`src/rtl/imm_decode_stage.sv`:
```
// Registered RV immediate decoder with a two-entry (output + skid) ready/valid buffer.
// Each entry carries the raw instruction, its extended immediate and a 3-bit format code.
module imm_decode_stage #(
    parameter int XLEN       = 32,
    parameter int ENABLE_CSR = 1
) (
    input  logic            clk,
    input  logic            rst,
    input  logic            flush,
    input  logic            in_valid,
    output logic            in_ready,
    input  logic [31:0]     in_instr,
    output logic            out_valid,
    input  logic            out_ready,
    output logic [31:0]     out_instr,
    output logic [XLEN-1:0] out_imm,
    output logic [2:0]      out_fmt
);

    localparam logic [2:0] FMT_R   = 3'd0;
    localparam logic [2:0] FMT_I   = 3'd1;
    localparam logic [2:0] FMT_S   = 3'd2;
    localparam logic [2:0] FMT_B   = 3'd3;
    localparam logic [2:0] FMT_U   = 3'd4;
    localparam logic [2:0] FMT_J   = 3'd5;
    localparam logic [2:0] FMT_Z   = 3'd6;
    localparam logic [2:0] FMT_ILL = 3'd7;

    logic [XLEN-1:0] imm_i, imm_s, imm_b, imm_u, imm_j, imm_z;
    logic [XLEN-1:0] dec_imm;
    logic [2:0]      dec_fmt;

    logic            out_valid_q;
    logic [31:0]     out_instr_q;
    logic [XLEN-1:0] out_imm_q;
    logic [2:0]      out_fmt_q;
    logic            skid_valid_q;
    logic [31:0]     skid_instr_q;
    logic [XLEN-1:0] skid_imm_q;
    logic [2:0]      skid_fmt_q;
    logic            in_ready_q;

    logic accept, drain, out_free, skid_valid_next;

    // Sign bit is folded into the replication so every layout works for XLEN 32 and 64.
    assign imm_i = {{(XLEN-12){in_instr[31]}}, in_instr[31:20]};
    assign imm_s = {{(XLEN-12){in_instr[31]}}, in_instr[31:25], in_instr[11:7]};
    assign imm_b = {{(XLEN-12){in_instr[31]}}, in_instr[7], in_instr[30:25], in_instr[11:8], 1'b0};
    assign imm_u = {{(XLEN-31){in_instr[31]}}, in_instr[30:12], 12'b0};
    assign imm_j = {{(XLEN-20){in_instr[31]}}, in_instr[19:12], in_instr[20], in_instr[30:21], 1'b0};
    assign imm_z = {{(XLEN-5){1'b0}}, in_instr[19:15]};

    always_comb begin
        dec_fmt = FMT_ILL;
        dec_imm = '0;
        case (in_instr[6:0])
            7'b0010011, 7'b0000011, 7'b1100111, 7'b0001111: begin
                dec_fmt = FMT_I;
                dec_imm = imm_i;
            end
            7'b0100011: begin
                dec_fmt = FMT_S;
                dec_imm = imm_s;
            end
            7'b1100011: begin
                dec_fmt = FMT_B;
                dec_imm = imm_b;
            end
            7'b0110111, 7'b0010111: begin
                dec_fmt = FMT_U;
                dec_imm = imm_u;
            end
            7'b1101111: begin
                dec_fmt = FMT_J;
                dec_imm = imm_j;
            end
            7'b0110011: begin
                dec_fmt = FMT_R;
            end
            7'b1110011: begin
                if (ENABLE_CSR != 0 && in_instr[14]) begin
                    dec_fmt = FMT_Z;
                    dec_imm = imm_z;
                end else begin
                    dec_fmt = FMT_I;
                    dec_imm = imm_i;
                end
            end
            7'b0011011: begin
                if (XLEN == 64) begin
                    dec_fmt = FMT_I;
                    dec_imm = imm_i;
                end
            end
            7'b0111011: begin
                if (XLEN == 64) begin
                    dec_fmt = FMT_R;
                end
            end
            default: begin
                dec_fmt = FMT_ILL;
                dec_imm = '0;
            end
        endcase
    end

    assign accept   = in_valid && in_ready_q;
    assign drain    = out_valid_q && out_ready;
    assign out_free = !out_valid_q || drain;

    always_comb begin
        skid_valid_next = skid_valid_q;
        if (out_free) begin
            skid_valid_next = skid_valid_q && accept;
        end else if (accept) begin
            skid_valid_next = 1'b1;
        end
    end

    // A skid entry always moves up before a new word; new words fill whichever slot is free in order.
    always_ff @(posedge clk) begin
        if (rst) begin
            out_valid_q  <= 1'b0;
            out_instr_q  <= '0;
            out_imm_q    <= '0;
            out_fmt_q    <= '0;
            skid_valid_q <= 1'b0;
            skid_instr_q <= '0;
            skid_imm_q   <= '0;
            skid_fmt_q   <= '0;
            in_ready_q   <= 1'b0;
        end else if (flush) begin
            out_valid_q  <= 1'b0;
            skid_valid_q <= 1'b0;
            in_ready_q   <= 1'b1;
        end else begin
            if (out_free) begin
                if (skid_valid_q) begin
                    out_valid_q <= 1'b1;
                    out_instr_q <= skid_instr_q;
                    out_imm_q   <= skid_imm_q;
                    out_fmt_q   <= skid_fmt_q;
                    if (accept) begin
                        skid_instr_q <= in_instr;
                        skid_imm_q   <= dec_imm;
                        skid_fmt_q   <= dec_fmt;
                    end
                end else if (accept) begin
                    out_valid_q <= 1'b1;
                    out_instr_q <= in_instr;
                    out_imm_q   <= dec_imm;
                    out_fmt_q   <= dec_fmt;
                end else begin
                    out_valid_q <= 1'b0;
                end
            end else if (accept) begin
                skid_instr_q <= in_instr;
                skid_imm_q   <= dec_imm;
                skid_fmt_q   <= dec_fmt;
            end
            skid_valid_q <= skid_valid_next;
            in_ready_q   <= !skid_valid_next;
        end
    end

    assign in_ready  = in_ready_q;
    assign out_valid = out_valid_q;
    assign out_instr = out_instr_q;
    assign out_imm   = out_imm_q;
    assign out_fmt   = out_fmt_q;

endmodule

```
`config.mk`:
```
export PLATFORM = sky130hd
export DESIGN_NAME = imm_decode_stage
export DESIGN_NICKNAME = d
export VERILOG_FILES = /design/src/rtl/imm_decode_stage.sv
export SDC_FILE = /design/constraint.sdc
export NUM_CORES = 1
export LEC_CHECK = 0
export ABC_CLOCK_PERIOD_IN_PS = 3600
export CORE_MARGIN = 2
export CORE_UTILIZATION = 30
export DETAILED_ROUTE_END_ITERATION = 8
export PLACE_DENSITY = 0.62
export REMOVE_ABC_BUFFERS = 1
export SLEW_MARGIN = 20
export SYNTH_ARGS = -nofsm -noshare
export SYNTH_HDL_FRONTEND = slang
export SYNTH_SLANG_ARGS = --single-unit
```
`constraint.sdc`:
```
create_clock -name clk -period 3.6 [get_ports clk]
set_input_delay 0.9 -clock clk [delete_from_list [all_inputs] [get_ports clk]]
set_output_delay 0.9 -clock clk [all_outputs]
set_load 0.005 [all_outputs]
```
==> results of run 1 <==
worst max-delay path by stage:
stage	from	end	cells past startpoint	slack, ps
after floorplan	skid_valid_q	out_imm[24]	5	-1880
after global placement	in_instr[4]	skid_imm_q[21]	6	340
after detailed placement	in_instr[5]	skid_imm_q[23]	7	330
after CTS	in_instr[5]	skid_imm_q[24]	7	790
after global routing	in_instr[6]	skid_imm_q[30]	6	570
final	in_instr[4]	skid_imm_q[16]	7	760
per-layer routing:
| metal | up-vias | global-route usage | routed length, um |
|---|---|---|---|
| met2 | 100 | 0.241 | 7470 |
| met1 | 2431 | 0.224 | 7850 |
| met4 | 0 | 0.0640 | 330 |
| met5 | - | 0 | 0 |
| li1 | 2622 | - | - |
| met3 | 24 | 0.0377 | 733 |
report_power, final:
part           switching, mW  leakage, nW  internal, mW
registers             0.0238         1.11          1.56
clock network          0.663        0.309          1.23
logic                  0.169        0.999         0.164
total                  0.856         2.42          2.96
state kept, by name (all words and copies together), names as in the netlist:
signal	flops
skid_fmt_q	3
skid_instr_q	32
out_instr	32
skid_valid_q	1
in_ready	1
out_imm	32
skid_imm_q	32
out_valid	1
out_fmt	3
critical path: stages:
cell and delay [ps]:
clkdlybuf4s50_1 750, buf_4 230, and4b_1 240, o21ai_1 170, a21boi_1 130, nor2_1 530
a211oi_1 160
cell families (layout without fill, tap and decap cells):
| family | Yosys count | after routing | synth area share |
|---|---|---|---|
| flops | 137 | 137 | 0.466 |
| mux | 26 | 26 | 0.0444 |
| compound gates | 198 | 198 | 0.227 |
| simple gates | 265 | 265 | 0.215 |
| buf+inv | 64 | 157 | 0.0474 |
through the flow:
step | hold slack, ps | instances | total power [mW] | instance area [sq um] | setup TNS (ps)
CTS | 454 | 1048 | 3.85 | 7830 | 0
floorplan | 427 | 629 | 1.73 | 5620 | -113460
finish | 454 | 1048 | 3.81 | 7830 | 0
global placement | 441 | 1016 | 1.95 | 7180 | 0
global route | 468 | 1048 | 3.95 | 7830 | 0
detailed placement | 447 | 1016 | 1.95 | 7180 | 0
final cells by class:
class / count / area [sq um] / share of cell area
Tap cell: 265 / 332 / 0.0423
Multi-Input combinational cell: 489 / 2880 / 0.368
Timing Repair Buffer: 122 / 1210 / 0.155
Inverter: 3 / 11.3 / 0.00144
Sequential cell: 137 / 2750 / 0.351
Clock buffer: 22 / 484 / 0.0618
Clock inverter: 10 / 165 / 0.0211
placed cells by master (no fill, tap or decap), types with 15 or more instances in the layout:
master,netlist,final
o21ai_0,28,28
a21oi_1,56,56
nand3b_1,26,26
buf_4,2,15
nor3_1,16,16
dfxtp_1,137,136
mux2i_1,25,25
nand2_1,98,98
nor2_1,84,84
a211oi_1,81,81
clkbuf_16,0,17
clkdlybuf4s50_1,0,104
==> summary.txt, run 1 <==
outcome: completed
CTS tree: yes
Crit Reg-Reg Endpoint: out_imm[24]
CTS clk-pin slew, worst paths: 60 ps
vias in the first global route: 4832
R2R cell count: 4
Post-synth EDFFs: 0
drt wl/cell: 15.6 um
largest net degree at the start of global routing: 117
n_diodes: 0
ys async rst share: 0
CP endpoint kind: register
port buffer count: 105
Root Driver: clkbuf_16
Slew headroom: 0.408
CTS resizes: 0
hold path startpoint: skid_instr_q[1]
postcts setup bufs: 0
CTS Buf Count: 17
area share of the largest cell type after synthesis: 0.466
die width: 144 um
vias: 5177
htree depth: 4
most frequent cell after synthesis: dfxtp_1
Worst-Margin Slew: 889 ps
Initial Util: 0.305
max_cap viols: 0
Setup violations, final: 0
Slew Limit Fails: 0
WP data required: 3870 ps
crit start category: input port
Post-synth top cells: dfxtp_1 (137), nand2_1 (98), nor2_1 (84), a211oi_1 (81), a21oi_1 (56)
Synth Flop Type: dfxtp_1
VDD IR max: 0.000340 V
Synth Cell Area: 5890 sq um
GRT Total Usage: 0.161
Final HPWL DP: 10.6 mm
average cell area after synthesis: 8.54 sq um
ANT nets after route: 0
clk sinks: 137
pre-CTS setup slack: 328 ps
final-layout fill cell count: 1930
worst-path fanout max: 11
initial antenna violation count: 0
Achievable Freq: 0.353 GHz
reg-to-reg startpoint: skid_valid_q
Die Ht: 144 um
Iter 0 DRT Violations: 382
Rows: 51
hold crit path type: register to register
WP data arrival: 3110 ps
final wirelength: 16.4 mm
Placer Congestion: 0.851
cts hold-fix bufs: 0
Syn. warnings: 0
clock skew: 6.68 ps
Final #Nets: 807
pwr dens: 487 nW/um^2
LEAKAGE: 2.42 nW
first-pass GRT wire length: 26.1 mm
synthesized instance count: 690
io pins: 106
sequential-to-total area share from yosys stat: 0.466
Via density: 4.94
crit path time final: 2840 ps
ranking of synthesized cells by area: dfxtp_1 (47%), a211oi_1 (10%), nand2_1 (6.2%)
flop-to-flop setup slack: 1410 ps
distinct cell type count after synthesis: 50
fin worst setup slack: 763 ps
total gr overflow: 0
Area Overhead vs Synth: 33.0%
hold worst-path end: skid_instr_q[1]
die area: 20800 sq um
DRC Markers: 0
worst skew pair latency: 420 ps
CTS Buffer Depth: 2
Hold Vio Cnt, Final: 0
drt first pass iters: 5
Seq cells post-synth: 137
CP Class: input port to register
Worst Hold Depth: 2
final cycle utilization of the critical path: 0.788
layout cells sized above 1: 0.0920
Synth area leader: dfxtp_1
RSZ-0062 raised after global routing: false
final core utilization: 0.405
core area: 19300 sq um
(Power assumes the default switching activity.)
==> run 2, diff against run 1 <==
ABC_CLOCK_PERIOD_IN_PS = 2360   (was 3600)
PLACE_DENSITY = 0.63   (was 0.62)
clock period = 2.36 ns   (was 3.6 ns; I/O delays follow)
==> run 2 against run 1 <==
  * Hold slack lost 3.4 ps
  * Via count up 2.4%
  * Combinational power grew 64%
  * Non-clock buffer count increased by 44
  * Largest cell class unchanged
  * Sequential cell count did not move
  * Core utilization is 1.9 points higher
  * Total power rose by 47%
  * First-iteration DRC count shrank 16%
  * Clock power rose by 39%
  * Register-to-register slack worse by 860 ps
  * Design area rose by 4.8%
  * Sequential power rose by 53%
==> summary.txt, run 2 (synthesized netlist as in run 1, its figures left out) <==
Slew headroom: 0.620
GRT Total Usage: 0.165
worst-path fanout max: 7
Tot Pwr: 5.61 mW
total gr overflow: 0
drt first pass iters: 5
ANT nets after route: 0
Setup violations, final: 0
drt wl/cell: 15.3 um
Final HPWL DP: 11.5 mm
Inst Count DP: 1060
register area: 2750 sq um
postcts setup bufs: 0
area of the multi-input gates: 2900 sq um
Root Driver: clkbuf_16
final-layout fill cell count: 1936
Rows: 51
commonest non-fill, non-tap cell in the layout: dfxtp_1
die width: 144 um
core area: 19300 sq um
Final #Nets: 851
CP endpoint kind: register
LEAKAGE: 2.64 nW
CTS Buffer Depth: 2
outcome: completed
Placer Congestion: 0.879
post-route insts no fill: 1092
WP data required: 2690 ps
Iter 0 DRT Violations: 321
final cycle utilization of the critical path: 0.941
post-route design area: 8210 sq um
Achievable Freq: 0.450 GHz
WP data arrival: 2550 ps
htree depth: 4
vias: 5299
crit path time final: 2220 ps
Initial Util: 0.305
io pins: 106
initial antenna violation count: 0
CTS Buf Count: 17
vias in the first global route: 5093
Hold Vio Cnt, Final: 0
Area after DPL: 7590 sq um
layout cells sized above 1: 0.143
setup TNS: 0 ps
worst skew pair latency: 420 ps
Via density: 4.85
die area: 20800 sq um
port buffer count: 105
Worst-Margin Slew: 570 ps
DRC Markers: 0
clock skew: 7.22 ps
hold crit path type: register to register
Area Overhead vs Synth: 39.4%
n_diodes: 0
Slew Limit Fails: 0
final wirelength: 16.7 mm
CTS clk-pin slew, worst paths: 50 ps
worst hold margin: 450 ps
VDD IR max: 0.000463 V
crit start category: input port
clk sinks: 137
first-pass GRT wire length: 26.7 mm
largest net degree at the start of global routing: 63
CP Class: input port to register
Die Ht: 144 um
pwr dens: 683 nW/um^2
commonest non-fill, non-tap cells in the layout: dfxtp_1 (136), clkdlybuf4s50_1 (104), nand2_1 (98)
max_cap viols: 0
CTS tree: yes
run 2: cell types whose count changed in the layout (fill, tap and decap cells not counted), sizes merged:
cell / previous run / this run
buf: 18 / 62
clkinv: 3 / 2
clkinvlp: 3 / 2
clkbuf: 22 / 27
bufinv: 4 / 1
run 2: where the power goes:
| group | total [mW] | internal (mW) | switching, mW | leakage (nW) |
|---|---|---|---|---|
| registers | 2.42 | 2.38 | 0.0372 | 1.11 |
| clock network | 2.65 | 1.68 | 0.968 | 0.291 |
| logic | 0.548 | 0.284 | 0.264 | 1.24 |
run 2: critical path, stage by stage:
cell and delay (ps):
clkdlybuf4s50_1 590, inv_2 60, or3_4 400, o21ai_2 220, buf_4 170, a21oi_1 80
buf_4 190, a211oi_1 230
run 2: path summary, 6_finish.rpt:
path | start | endpoint | slack, ps | cells after the start
min reg2reg | skid_imm_q[7] | skid_imm_q[7] | 450 | 2
max | in_instr[2] | skid_imm_q[20] | 140 | 8
min | skid_imm_q[7] | skid_imm_q[7] | 450 | 2
max reg2reg | skid_valid_q | skid_imm_q[20] | 550 | 5
run 2: area by class of cell:
cell class | instances | share of cell area
inverter | 3 | 0.00137
clock inverter | 5 | 0.00671
tap | 265 | 0.0404
sequential | 137 | 0.335
clock buffer | 27 | 0.0663
multi-input combinational | 489 | 0.353
timing repair buffer | 166 | 0.197
run 2: per-stage QoR:
step / util / setup slack, ps
floorplan: - / -3120
global placement: 0.392 / -341
detailed placement: 0.392 / -393
CTS: 0.423 / 51.7
global route: 0.425 / -15.0
finish: 0.425 / 140
run 2: what timing repair did:
| item | 4_1_cts | 5_1_grt |
|---|---|---|
| resized for setup | 0 | 5 |
| endpoints found under the setup margin | 0 | 33 |
| hold buffers | 0 | 0 |
run 2: per-layer routing:
layer,GRT usage,vias to the layer above,wire [um]
met2,0.274,103,8160
li1,-,2712,-
met3,0.0361,17,792
met1,0.209,2467,7450
met5,0,-,0
met4,0.0614,0,252
==> run 3, diff against run 2 <==
CORE_UTILIZATION = 47   (was 30)
HOLD_SLACK_MARGIN = 0.06   (was default)
PLACE_DENSITY = 0.87   (was 0.63)
==> run 3 against run 2 <==
  * Routed wire length fell by 5.6%
  * Die area is 35% lower
  * Highest routed layer unchanged
  * Core utilization increased by 24 points
  * Global-route usage grew 7.5 points
  * Largest cell class unchanged
  * Final cell count decreased by 9.1%
  * Fmax about the same
==> summary.txt, run 3 (synthesized netlist as in run 1, its figures left out) <==
first-pass GRT wire length: 25.5 mm
WP data arrival: 2490 ps
vias in the first global route: 5243
Initial Util: 0.486
Worst-Margin Slew: 653 ps
Setup violations, final: 0
Tot Pwr: 5.89 mW
Rows: 40
clk sinks: 137
LEAKAGE: 2.64 nW
core area: 12100 sq um
drt wl/cell: 15.8 um
switching power share of the total: 0.223
Die Ht: 116 um
htree depth: 4
Iter 0 DRT Violations: 294
Achievable Freq: 0.450 GHz
CTS clk-pin slew, worst paths: 60 ps
CP endpoint kind: register
NetSw: 1.31 mW
Area Overhead vs Synth: 36.9%
hold crit path type: register to register
clock skew: 7.13 ps
Logic pwr share: 0.093
io pins: 106
total gr overflow: 0
register area: 2750 sq um
cell-internal power: 4.58 mW
worst skew pair latency: 430 ps
area of the multi-input gates: 2880 sq um
clock share of power: 0.497
Placer Congestion: 0.874
drt first pass iters: 4
Slew Limit Fails: 0
GRT Total Usage: 0.240
die width: 116 um
Final #Nets: 849
final core utilization: 0.666
worst-path fanout max: 8
DRC Markers: 0
max_cap viols: 0
Slew headroom: 0.563
Final HPWL DP: 10.4 mm
commonest non-fill, non-tap cell in the layout: dfxtp_1
Inst Count DP: 961
Hold Vio Cnt, Final: 0
layout cells sized above 1: 0.139
CTS Buffer Depth: 2
outcome: completed
port buffer count: 105
Sequential Power Share: 0.410
CTS tree: yes
cts hold-fix bufs: 0
crit start category: input port
post-route insts no fill: 993
die area: 13400 sq um
final wirelength: 15.7 mm
Root Driver: clkbuf_16
WP data required: 2630 ps
pwr dens: 731 nW/um^2
final cycle utilization of the critical path: 0.941
Via density: 5.46
crit path time final: 2220 ps
initial antenna violation count: 0
ANT nets after route: 0
RSZ-0062 raised after global routing: false
vias: 5425
largest net degree at the start of global routing: 55
CTS Buf Count: 17
CP Class: input port to register
n_diodes: 0
final-layout fill cell count: 970
VDD IR max: 0.000532 V
commonest non-fill, non-tap cells in the layout: dfxtp_1 (136), clkdlybuf4s50_1 (104), nand2_1 (98)
-- run 3: changes by cell type in the layout (fill, tap and decap cells not counted), sizes merged --
cell | previous run | this run
bufinv | 1 | 4
clkbuf | 27 | 22
clkinvlp | 2 | 3
inv | 3 | 4
buf | 62 | 60
-- run 3: layout make-up --
type,instances,share of cell area
Timing Repair Buffer,164,0.193
Tap cell,168,0.0261
Clock buffer,22,0.0615
Multi-Input combinational cell,489,0.358
Inverter,3,0.00140
Sequential cell,137,0.341
Clock inverter,10,0.0200
-- run 3: path summary, 6_finish.rpt --
kind,from,endpoint,slack (ps),cells after the start
setup / recovery,in_instr[2],out_imm[14],140,6
hold / removal,skid_imm_q[10],skid_imm_q[10],450,2
setup reg to reg,in_ready,out_imm[14],410,5
hold reg to reg,skid_imm_q[10],skid_imm_q[10],450,2
-- run 3: metrics by stage --
stage | setup TNS [ps] | cell area (sq um) | hold slack (ps) | setup WS [ps]
after floorplan | -280210 | 5620 | 427 | -3120
after global placement | -7960 | 7400 | 440 | -211
after detailed placement | -9590 | 7400 | 445 | -277
after CTS | 0 | 8060 | 452 | 170
after global routing | 0 | 8060 | 468 | 66.5
final | 0 | 8060 | 449 | 140
-- run 3: power by group through the flow --
stage	clock, mW	sequential (mW)	combinational, mW
2_1_floorplan	0	2.46	0.178
3_3_place_gp	0	2.46	0.535
3_5_place_dp	0	2.46	0.541
4_1_cts	2.95	2.42	0.547
5_1_grt	3.05	2.42	0.593
6_report	2.93	2.41	0.547
-- run 3: worst max-delay path, cell delays in order --
cell and delay [ps]:
clkdlybuf4s50_1 650, and4bb_2 300, o211ai_1 140, a21boi_1 120, nor2_1 520, a211oi_1 170
-- run 3: timing repair --
action                                  in CTS  in global routing
resized for setup                            0                  1
endpoints found under the setup margin       0                  1
setup buffers                                0                  0
-- run 3: layer usage --
metal | track usage | wire length (um)
met5 | 0 | 0
met4 | 0.0929 | 289
met3 | 0.0481 | 689
met2 | 0.405 | 7760
met1 | 0.302 | 6980
